## src/rtl/multiplier_pkg.sv

```systemverilog
// Shared definitions for the iterative shift-add multiplier.
//   state_t        : control FSM states (IDLE, CALC, DONE)
//   DEFAULT_WIDTH  : default operand width in bits
package multiplier_pkg;

    typedef enum logic [1:0] {
        IDLE = 2'd0,
        CALC = 2'd1,
        DONE = 2'd2
    } state_t;

    localparam int DEFAULT_WIDTH = 8;

endpackage

```

## src/rtl/mult_step.sv

```systemverilog
// One radix-2 shift-add step of an unsigned multiplier (purely combinational).
//   acc      : current 2*WIDTH accumulator {upper half, lower half}
//   mcand    : multiplicand magnitude
//   mplr_bit : current multiplier LSB, selects whether mcand is added
//   acc_next : accumulator after the conditional add and the right shift
module mult_step
    import multiplier_pkg::*;
#(
    parameter int WIDTH = DEFAULT_WIDTH
) (
    input  logic [2*WIDTH-1:0] acc,
    input  logic [WIDTH-1:0]   mcand,
    input  logic               mplr_bit,
    output logic [2*WIDTH-1:0] acc_next
);

    logic [WIDTH-1:0] addend_s;
    logic [WIDTH:0]   sum_s;
    logic [2*WIDTH:0] wide_s;

    // Conditional add into the upper half; the sum keeps its carry bit,
    // which becomes the new MSB after the shift.
    always_comb begin
        if (mplr_bit) begin
            addend_s = mcand;
        end else begin
            addend_s = '0;
        end
        sum_s    = {1'b0, acc[2*WIDTH-1:WIDTH]} + {1'b0, addend_s};
        wide_s   = {sum_s, acc[WIDTH-1:0]};
        acc_next = (2*WIDTH)'(wide_s >> 1);
    end

endmodule

```

## src/rtl/iter_multiplier.sv

```systemverilog
// Iterative signed/unsigned multiplier with valid/ready handshakes.
// Magnitudes are multiplied with WIDTH shift-add steps and the sign is
// applied on the final step, so latency is fixed regardless of operands.
//   clk, reset          : clock and synchronous active-high reset
//   A, B, signed_mode   : operands and two's-complement select
//   in_valid / in_ready : operand handshake (ready only in IDLE)
//   result              : 2*WIDTH product, held until the next completion
//   out_valid/out_ready : result handshake (valid only in DONE)
module iter_multiplier
    import multiplier_pkg::*;
#(
    parameter int WIDTH = DEFAULT_WIDTH
) (
    input  logic               clk,
    input  logic               reset,
    input  logic [WIDTH-1:0]   A,
    input  logic [WIDTH-1:0]   B,
    input  logic               signed_mode,
    input  logic               in_valid,
    output logic               in_ready,
    output logic [2*WIDTH-1:0] result,
    output logic               out_valid,
    input  logic               out_ready
);

    localparam int PW = 2 * WIDTH;
    localparam int CW = (WIDTH > 1) ? $clog2(WIDTH) : 1;
    localparam logic [CW-1:0] CNT_LAST = CW'(WIDTH - 1);

    state_t          state_r;
    state_t          state_s;
    logic [WIDTH-1:0] mcand_r;
    logic [WIDTH-1:0] mplr_r;
    logic [WIDTH-1:0] a_mag_s;
    logic [WIDTH-1:0] b_mag_s;
    logic [PW-1:0]    acc_r;
    logic [PW-1:0]    acc_next_s;
    logic [PW-1:0]    product_s;
    logic [PW-1:0]    result_r;
    logic [CW-1:0]    cnt_r;
    logic             neg_r;
    logic             out_valid_r;
    logic             accept_s;
    logic             last_step_s;

    // Single shift-add step applied every CALC cycle.
    mult_step #(
        .WIDTH (WIDTH)
    ) u_step (
        .acc      (acc_r),
        .mcand    (mcand_r),
        .mplr_bit (mplr_r[0]),
        .acc_next (acc_next_s)
    );

    // Operand magnitudes; the most negative value maps onto itself, which
    // is the correct unsigned magnitude 2^(WIDTH-1).
    always_comb begin
        if (signed_mode && A[WIDTH-1]) begin
            a_mag_s = ~A + WIDTH'(1);
        end else begin
            a_mag_s = A;
        end
        if (signed_mode && B[WIDTH-1]) begin
            b_mag_s = ~B + WIDTH'(1);
        end else begin
            b_mag_s = B;
        end
    end

    // Final product: the last step's accumulator, negated when the signs differed.
    always_comb begin
        if (neg_r) begin
            product_s = ~acc_next_s + PW'(1);
        end else begin
            product_s = acc_next_s;
        end
    end

    // Next-state and handshake decode.
    always_comb begin
        state_s     = state_r;
        accept_s    = 1'b0;
        last_step_s = 1'b0;
        case (state_r)
            IDLE: begin
                if (in_valid && !reset) begin
                    accept_s = 1'b1;
                    state_s  = CALC;
                end else begin
                    state_s  = IDLE;
                end
            end
            CALC: begin
                if (cnt_r == CNT_LAST) begin
                    last_step_s = 1'b1;
                    state_s     = DONE;
                end else begin
                    state_s     = CALC;
                end
            end
            DONE: begin
                if (out_ready) begin
                    state_s = IDLE;
                end else begin
                    state_s = DONE;
                end
            end
            default: begin
                state_s = IDLE;
            end
        endcase
    end

    // FSM state register.
    always_ff @(posedge clk) begin
        if (reset) begin
            state_r <= IDLE;
        end else begin
            state_r <= state_s;
        end
    end

    // Datapath: operand capture, shift-add iteration and result hold.
    always_ff @(posedge clk) begin
        if (reset) begin
            mcand_r     <= '0;
            mplr_r      <= '0;
            acc_r       <= '0;
            cnt_r       <= '0;
            neg_r       <= 1'b0;
            result_r    <= '0;
            out_valid_r <= 1'b0;
        end else begin
            case (state_r)
                IDLE: begin
                    if (accept_s) begin
                        mcand_r <= a_mag_s;
                        mplr_r  <= b_mag_s;
                        neg_r   <= signed_mode & (A[WIDTH-1] ^ B[WIDTH-1]);
                        acc_r   <= '0;
                        cnt_r   <= '0;
                    end
                end
                CALC: begin
                    acc_r  <= acc_next_s;
                    mplr_r <= mplr_r >> 1;
                    cnt_r  <= cnt_r + CW'(1);
                    if (last_step_s) begin
                        result_r    <= product_s;
                        out_valid_r <= 1'b1;
                    end
                end
                DONE: begin
                    // result_r is left untouched so the product survives consumption.
                    if (out_ready) begin
                        out_valid_r <= 1'b0;
                    end
                end
                default: begin
                    out_valid_r <= 1'b0;
                end
            endcase
        end
    end

    // Ready only while idle and not being held in reset.
    assign in_ready  = (state_r == IDLE) && !reset;
    assign result    = result_r;
    assign out_valid = out_valid_r;

endmodule

```

## config.mk

```make
export PLATFORM = sky130hd
export DESIGN_NAME = iter_multiplier
export DESIGN_NICKNAME = d
export VERILOG_FILES = /design/src/rtl/multiplier_pkg.sv /design/src/rtl/mult_step.sv /design/src/rtl/iter_multiplier.sv
export SDC_FILE = /design/constraint.sdc
export NUM_CORES = 1
export LEC_CHECK = 0
export CORE_MARGIN = 4
export CORE_UTILIZATION = 55
export CTS_CLUSTER_DIAMETER = 30
export DETAILED_ROUTE_END_ITERATION = 8
export PLACE_DENSITY = 0.85
export RECOVER_POWER = 50
export SYNTH_ARGS = -nofsm -noshare
export SYNTH_HDL_FRONTEND = slang
export SYNTH_SLANG_ARGS = --single-unit
```

## constraint.sdc

```tcl
create_clock -name clk -period 4 [get_ports clk]
set_clock_uncertainty 0.2 [all_clocks]
set_input_delay 1 -clock clk [delete_from_list [all_inputs] [get_ports clk]]
set_output_delay 1 -clock clk [all_outputs]
set_load 0.01 [all_outputs]
```

Yosys cells after proc, flatten, opt, wreduce, memory -nomap -nowiden
Cells that the tools add are included.
{ "classes": {"addsub": 5, "eq_ne": 6, "muxes": 21, "bitwise_logic": 6, "reduce_logical": 11} }
{ "op_table": {"columns": ["cell", "count"], "rows": [
  ["$mux 16", 2],
  ["$mux 8", 4],
  ["$pmux 16 s2", 1],
  ["$add 16x1->16 const B", 1],
  ["$add 8x1->8 const B", 2],
  ["$not 16->16", 1],
  ["$not 8->8", 2],
  ["$pmux 8 s2", 1],
  ["$add 8x8->9", 1],
  ["$mux 1", 7],
  ["$ne 2x2->1 const B", 3],
  ["$pmux 2 s3", 1],
  ["$pmux 3 s2", 1],
  ["$reduce_and 2->1", 3],
  ["$logic_and 1x1->1", 4],
  ["$mux 2", 2],
  ["$add 3x1->3 const B", 1],
  ["$eq 3x3->1 const B", 1],
  ["$mux 3", 1],
  ["$pmux 1 s3", 1],
  ["$reduce_and 3->1", 1],
  ["$eq 2x1->1 const B", 1],
  ["$eq 2x2->1 const B", 1],
  ["$logic_not 2->1", 1],
  ["5 further kinds", 5]
]} }
{ "word_totals": {"register_bits": 55, "input_bits": 21, "out_inout_bits": 18, "wordCells": 57} }

Longest topological paths before layout
{ "logic_depth": {"ltp_word": 6, "mapped_depth": 10, "mapped_depth_nobuf": 9} }

Cells and area by module
Synthesis repeated with hierarchy kept, for this count alone.
{ "hier_totals": {"hier_cells": 382, "hier_area_um2": 3158.0} }
{ "modules_own_cells": {"columns": ["mod", "n_inst", "cells_per_inst", "area_per_inst_um2"], "rows": [
  ["iter_multiplier", 1, 325, 2731.4],
  ["mult_step", 1, 57, 426.7]
]} }

Worst setup path after synthesis
No wires, ideal clock.
{ "synth_path": {"path_kind": "reg2reg", "from": "reg mplr_r[0]", "to": "reg result_r[14], in the netlist result[14]", "setup_ns": 0.079, "t_arrival_ns": 2.852, "required_ns": 3.721, "slack_ns": 0.868, "path_stages_with_launch": 10, "cell_sequence": "dfxtp_1 -> and2_1 -> ha_1 -> fa_1 -> or4_1 -> or2_4 -> or2_1 -> or3_1 -> o2111a_1 -> a211oi_2"} }
{ "synth_between": {"elab_chain_len": 5} }
{ "synth_rtl": {"columns": ["element", "line_no", "source"], "rows": [
  ["from (decl)", "iter_multiplier.sv:33", "logic [WIDTH-1:0] mplr_r;"],
  ["from (signal assigned)", "iter_multiplier.sv:139", "mplr_r <= b_mag_s;"],
  ["from (signal assigned)", "iter_multiplier.sv:147", "mplr_r <= mplr_r >> 1;"],
  ["$mux 8 *", "mult_step.sv:24", "if (mplr_bit) begin"],
  ["$add 8x8->9 *", "mult_step.sv:29", "sum_s = {1'b0, acc[2*WIDTH-1:WIDTH]} + {1'b0, addend_s};"],
  ["$not 16->16", "iter_multiplier.sv:74", "product_s = ~acc_next_s + PW'(1);"],
  ["$add 16x1->16", "iter_multiplier.sv:74", null],
  ["$mux 16 *", "iter_multiplier.sv:73", "if (neg_r) begin"],
  ["to (signal assigned)", "iter_multiplier.sv:150", "result_r <= product_s;"],
  ["to (decl)", "iter_multiplier.sv:39", "logic [PW-1:0] result_r;"]
]} }
Mark *: on every way between the ends. The rest lies on a longest branch, timed or not.
A chain may end at the register's enable or synchronous reset.

==> impl_metrics.xml <==
<?xml version="1.0" encoding="UTF-8"?>
<metrics>
  <group name="worst_hold_path">
    <metric name="hold_path.class" unit="">reg2reg</metric>
    <metric name="worstHoldStart" unit="">result[0]</metric>
  </group>
  <group name="synth">
    <metric name="synthesis.instances" unit="">376</metric>
    <metric name="mappedNetlistArea" unit="sq um">2970</metric>
    <metric name="synthesis.nets" unit="">411</metric>
    <metric name="ff_latch_count_synth" unit="">54</metric>
    <metric name="synth_flop_cell" unit="">sky130_fd_sc_hd__dfxtp_1</metric>
    <metric name="synth.area.top_cells" unit="">sky130_fd_sc_hd__dfxtp_1 (36%), sky130_fd_sc_hd__a21oi_1 (6.6%), sky130_fd_sc_hd__nand2_1 (5.9%)</metric>
    <metric name="post_synth_edffs" unit="">0</metric>
    <metric name="synth_sequential_area_ratio" unit="%">36.4</metric>
    <metric name="synth_largest_type_area_fraction" unit="%">36.4</metric>
    <metric name="synth_largest_area_cell" unit="">sky130_fd_sc_hd__dfxtp_1</metric>
    <metric name="yosys_warnings" unit="">0</metric>
    <metric name="netlist-cell-type-count" unit="">47</metric>
    <metric name="asr_flop_ratio_synth" unit="%">0</metric>
    <metric name="post_synthesis_mean_instance_area" unit="sq um">7.89</metric>
  </group>
  <group name="placed_design">
    <metric name="numPortBuffers" unit="">38</metric>
    <metric name="routabilityCongestion" unit="">0.831</metric>
    <metric name="post-dp-hpwl" unit="um">4660</metric>
  </group>
  <group name="detailed_routing">
    <metric name="first_pass_iters" unit="">4</metric>
    <metric name="ant_nets" unit="">0</metric>
    <metric name="first_iter_violations" unit="">184</metric>
    <metric name="total_wirelength_of_the_detailed_routed_design" unit="um">6330</metric>
    <metric name="drc" unit="">0</metric>
    <metric name="avgRoutedWirePerCell" unit="um">13.3</metric>
    <metric name="avgViaCountPerCell" unit="">5.79</metric>
    <metric name="total_vias_in_the_final_route" unit="">2751</metric>
  </group>
  <group name="critical_path">
    <metric name="cp_cell_sequence" unit="">clkbuf_1, clkbuf_1, nor3_1, o311ai_1, nand3_1</metric>
    <metric name="crit_path_max_fanout" unit="">56</metric>
    <metric name="slowest_stage" unit="">sky130_fd_sc_hd__clkbuf_1</metric>
    <metric name="ff2ff_path_depth" unit="">9</metric>
    <metric name="setup.worst_path.start_class" unit="">input port</metric>
    <metric name="cp.arrival" unit="ns">3.39</metric>
    <metric name="ff2ff_setup_slack" unit="ns">0.67</metric>
    <metric name="cpMostUsedCell" unit="">sky130_fd_sc_hd__clkbuf_1</metric>
    <metric name="critical_path.reg2reg.endpoint" unit="">result[14]</metric>
    <metric name="crit_path_max_incr_delay" unit="ns">1.70</metric>
    <metric name="timing.setup.critical_path_class" unit="">in2reg</metric>
    <metric name="r2r_start" unit="">mplr_r[0]</metric>
    <metric name="crit_path_start" unit="">reset</metric>
    <metric name="critical_path_required" unit="ns">4.00</metric>
    <metric name="worstSetupEndpoint" unit="">result[13]</metric>
    <metric name="critical_path.endpoint_type" unit="">flop</metric>
  </group>
  <group name="finish">
    <metric name="flow.area_growth_from_synthesis" unit="%">17.9</metric>
    <metric name="final_cell_mix" unit="">sky130_fd_sc_hd__dfxtp_1 (54), sky130_fd_sc_hd__nand2_1 (47), sky130_fd_sc_hd__a21oi_1 (39)</metric>
    <metric name="fin_nets" unit="">439</metric>
    <metric name="layout.cells.most_common" unit="">sky130_fd_sc_hd__dfxtp_1</metric>
    <metric name="share_of_final_layout_standard_cells_stronger_than_drive_strength_1" unit="%">3.95</metric>
    <metric name="n_antenna_cell" unit="">0</metric>
  </group>
  <group name="cts">
    <metric name="cts_max_level" unit="">2</metric>
    <metric name="ctsLongestPathBuffers" unit="">2</metric>
    <metric name="clk_transition_reported_paths" unit="ns">0.10</metric>
    <metric name="post-cts-setup-buffer-count" unit="">0</metric>
    <metric name="clock_tree.root_cell" unit="">sky130_fd_sc_hd__clkbuf_8</metric>
    <metric name="numClockSinks" unit="">54</metric>
    <metric name="tritoncts.num_buffers" unit="">5</metric>
    <metric name="clkLatencyLatePin" unit="ns">0.32</metric>
    <metric name="cts_hold_repair_buffers" unit="">0</metric>
    <metric name="cts_repair_resize_count" unit="">0</metric>
    <metric name="tritoncts" unit="">done</metric>
  </group>
  <group name="sta">
    <metric name="totalNegativeSetupSlack" unit="ns">0</metric>
    <metric name="fin_max_slew_vios" unit="">57</metric>
    <metric name="post-route-min-period" unit="ns">3.38</metric>
    <metric name="hold_violations" unit="">0</metric>
    <metric name="rsz0062_at_grt" unit="">no</metric>
    <metric name="tightestPinTransition" unit="ns">2.35</metric>
    <metric name="final_min_period_over_clock_period" unit="%">84.6</metric>
    <metric name="max_slew_margin" unit="%">-56.5</metric>
    <metric name="timing.hold.ws" unit="ns">0.257</metric>
    <metric name="timing.final.setup_violations" unit="">0</metric>
    <metric name="fmax" unit="GHz">0.295</metric>
  </group>
  <group name="die">
    <metric name="initial_utilization" unit="%">57.4</metric>
    <metric name="floorplan.rows" unit="">26</metric>
    <metric name="chipWidth" unit="um">81.5</metric>
    <metric name="fp.coreArea" unit="sq um">5170</metric>
    <metric name="die_h" unit="um">81.5</metric>
    <metric name="die_area" unit="sq um">6640</metric>
    <metric name="i_o_pins" unit="">39</metric>
  </group>
  <group name="grt">
    <metric name="grt_pass1_vias" unit="">2557</metric>
    <metric name="globalRoute.totalOverflow" unit="">0</metric>
    <metric name="grt_usage" unit="%">20.3</metric>
    <metric name="grt_start_max_net_pins" unit="">57</metric>
    <metric name="grt_antenna_before_repair" unit="">0</metric>
    <metric name="grt_first_pass_wirelength" unit="um">10700</metric>
  </group>
  <group name="power">
    <metric name="ir_drop" unit="mV">0.143</metric>
    <metric name="static-leakage-power" unit="nW">1.39</metric>
    <metric name="cellPowerDensity" unit="nW/um^2">299</metric>
  </group>
  <group name="outcome">
    <metric name="run_status" unit="">finished, violations left</metric>
    <metric name="violations" unit="">max-capacitance violations, max-slew violations</metric>
  </group>
  <group name="job">
    <metric name="drv_cap" unit="">1</metric>
  </group>
</metrics>
-- cells in the mapped netlist (2+ instances only) --
cell	n
sky130_fd_sc_hd__a211oi_1	15
sky130_fd_sc_hd__a21o_1	2
sky130_fd_sc_hd__a21oi_1	39
sky130_fd_sc_hd__a221oi_1	2
sky130_fd_sc_hd__a22oi_1	5
sky130_fd_sc_hd__a311oi_1	2
sky130_fd_sc_hd__a31oi_1	6
sky130_fd_sc_hd__and2_1	9
sky130_fd_sc_hd__clkbuf_1	22
sky130_fd_sc_hd__dfxtp_1	54
sky130_fd_sc_hd__ha_1	13
sky130_fd_sc_hd__inv_1	11
sky130_fd_sc_hd__mux2i_1	2
sky130_fd_sc_hd__nand2_1	47
sky130_fd_sc_hd__nand2b_1	3
sky130_fd_sc_hd__nand3_1	25
sky130_fd_sc_hd__nand3b_1	2
sky130_fd_sc_hd__nor2_1	36
sky130_fd_sc_hd__nor3_1	9
sky130_fd_sc_hd__o2111ai_1	2
sky130_fd_sc_hd__o21ai_0	8
sky130_fd_sc_hd__o21bai_1	2
sky130_fd_sc_hd__o221ai_1	2
sky130_fd_sc_hd__o31ai_1	6
sky130_fd_sc_hd__o41ai_1	3
sky130_fd_sc_hd__or3_1	6
sky130_fd_sc_hd__xnor2_1	6
sky130_fd_sc_hd__xor2_1	18
-- kinds of logic (layout without fill, tap and decap cells) --
group,Yosys count,count (layout),share of synthesized area [%]
DFF,54,54,36.4
adders and majority gates,14,14,6.16
and+or+nand+nor,148,148,23.3
AOI/OAI and AO/OA,101,101,22.2
muxes,2,2,0.675
buffers and inverters,33,62,4.17
xor gates and xnor gates,24,24,7.08
-- critical path: cells and delay by family --
family,cells,cell delay (ns)
simple gates,2,0.31
buf+inv,2,1.87
compound gates,1,0.21
-- area by class of cell --
type,instances,area [sq um]
clock inverters,3,48.8
repair buffers,43,408
inverters,11,41.3
flip-flops and latches,54,1080
well taps,70,87.6
multi-input cells,289,1760
fillers,440,1670
clock buffers,5,68.8
-- worst min path at each step --
| stage | end | slack (ns) | cells after the start |
|---|---|---|---|
| after floorplan | mcand_r[6] | 0.23 | 2 |
| after global placement | mcand_r[0] | 0.24 | 2 |
| after detailed placement | result[0] | 0.25 | 2 |
| after CTS | result[0] | 0.26 | 2 |
| after global routing | result[9] | 0.29 | 2 |
| final | result[0] | 0.26 | 2 |
-- report_power, final --
group | internal [mW] | total (mW) | leakage, nW | switching (mW)
sequential | 0.549 | 0.557 | 0.437 | 0.00833
clock | 0.191 | 0.380 | 0.0563 | 0.189
combinational | 0.0465 | 0.110 | 0.893 | 0.0631
total | 0.786 | 1.05 | 1.39 | 0.260
-- through the flow --
stage	area, sq um	power, mW	worst slack (ns)	cells	utilization [%]
CTS	3500	1.05	0.660	475	67.7
finish	3500	1.05	0.616	475	67.6
global placement	3390	0.676	0.800	467	65.5
detailed placement	3390	0.679	0.682	467	65.5
global route	3500	1.08	0.420	475	67.6
floorplan	2970	0.637	0.868	376	-
-- sequential cells by signal, indices dropped and copies added (netlist names) --
name,flops
result,16
neg_r,1
state_r,2
cnt_r,3
mcand_r,8
mplr_r,8
acc_r,15
out_valid,1
-- metal layers --
metal,routed length (um),vias to the layer above,share of wire [%],track usage (%)
met3,374,10,5.9,2.41
met1,2640,1259,42,23.8
met4,134,0,2.1,9.46
met2,3180,81,50,36.6
met5,0,-,0,0
li1,-,1401,-,-
Power figures use the tool's default switching activity.
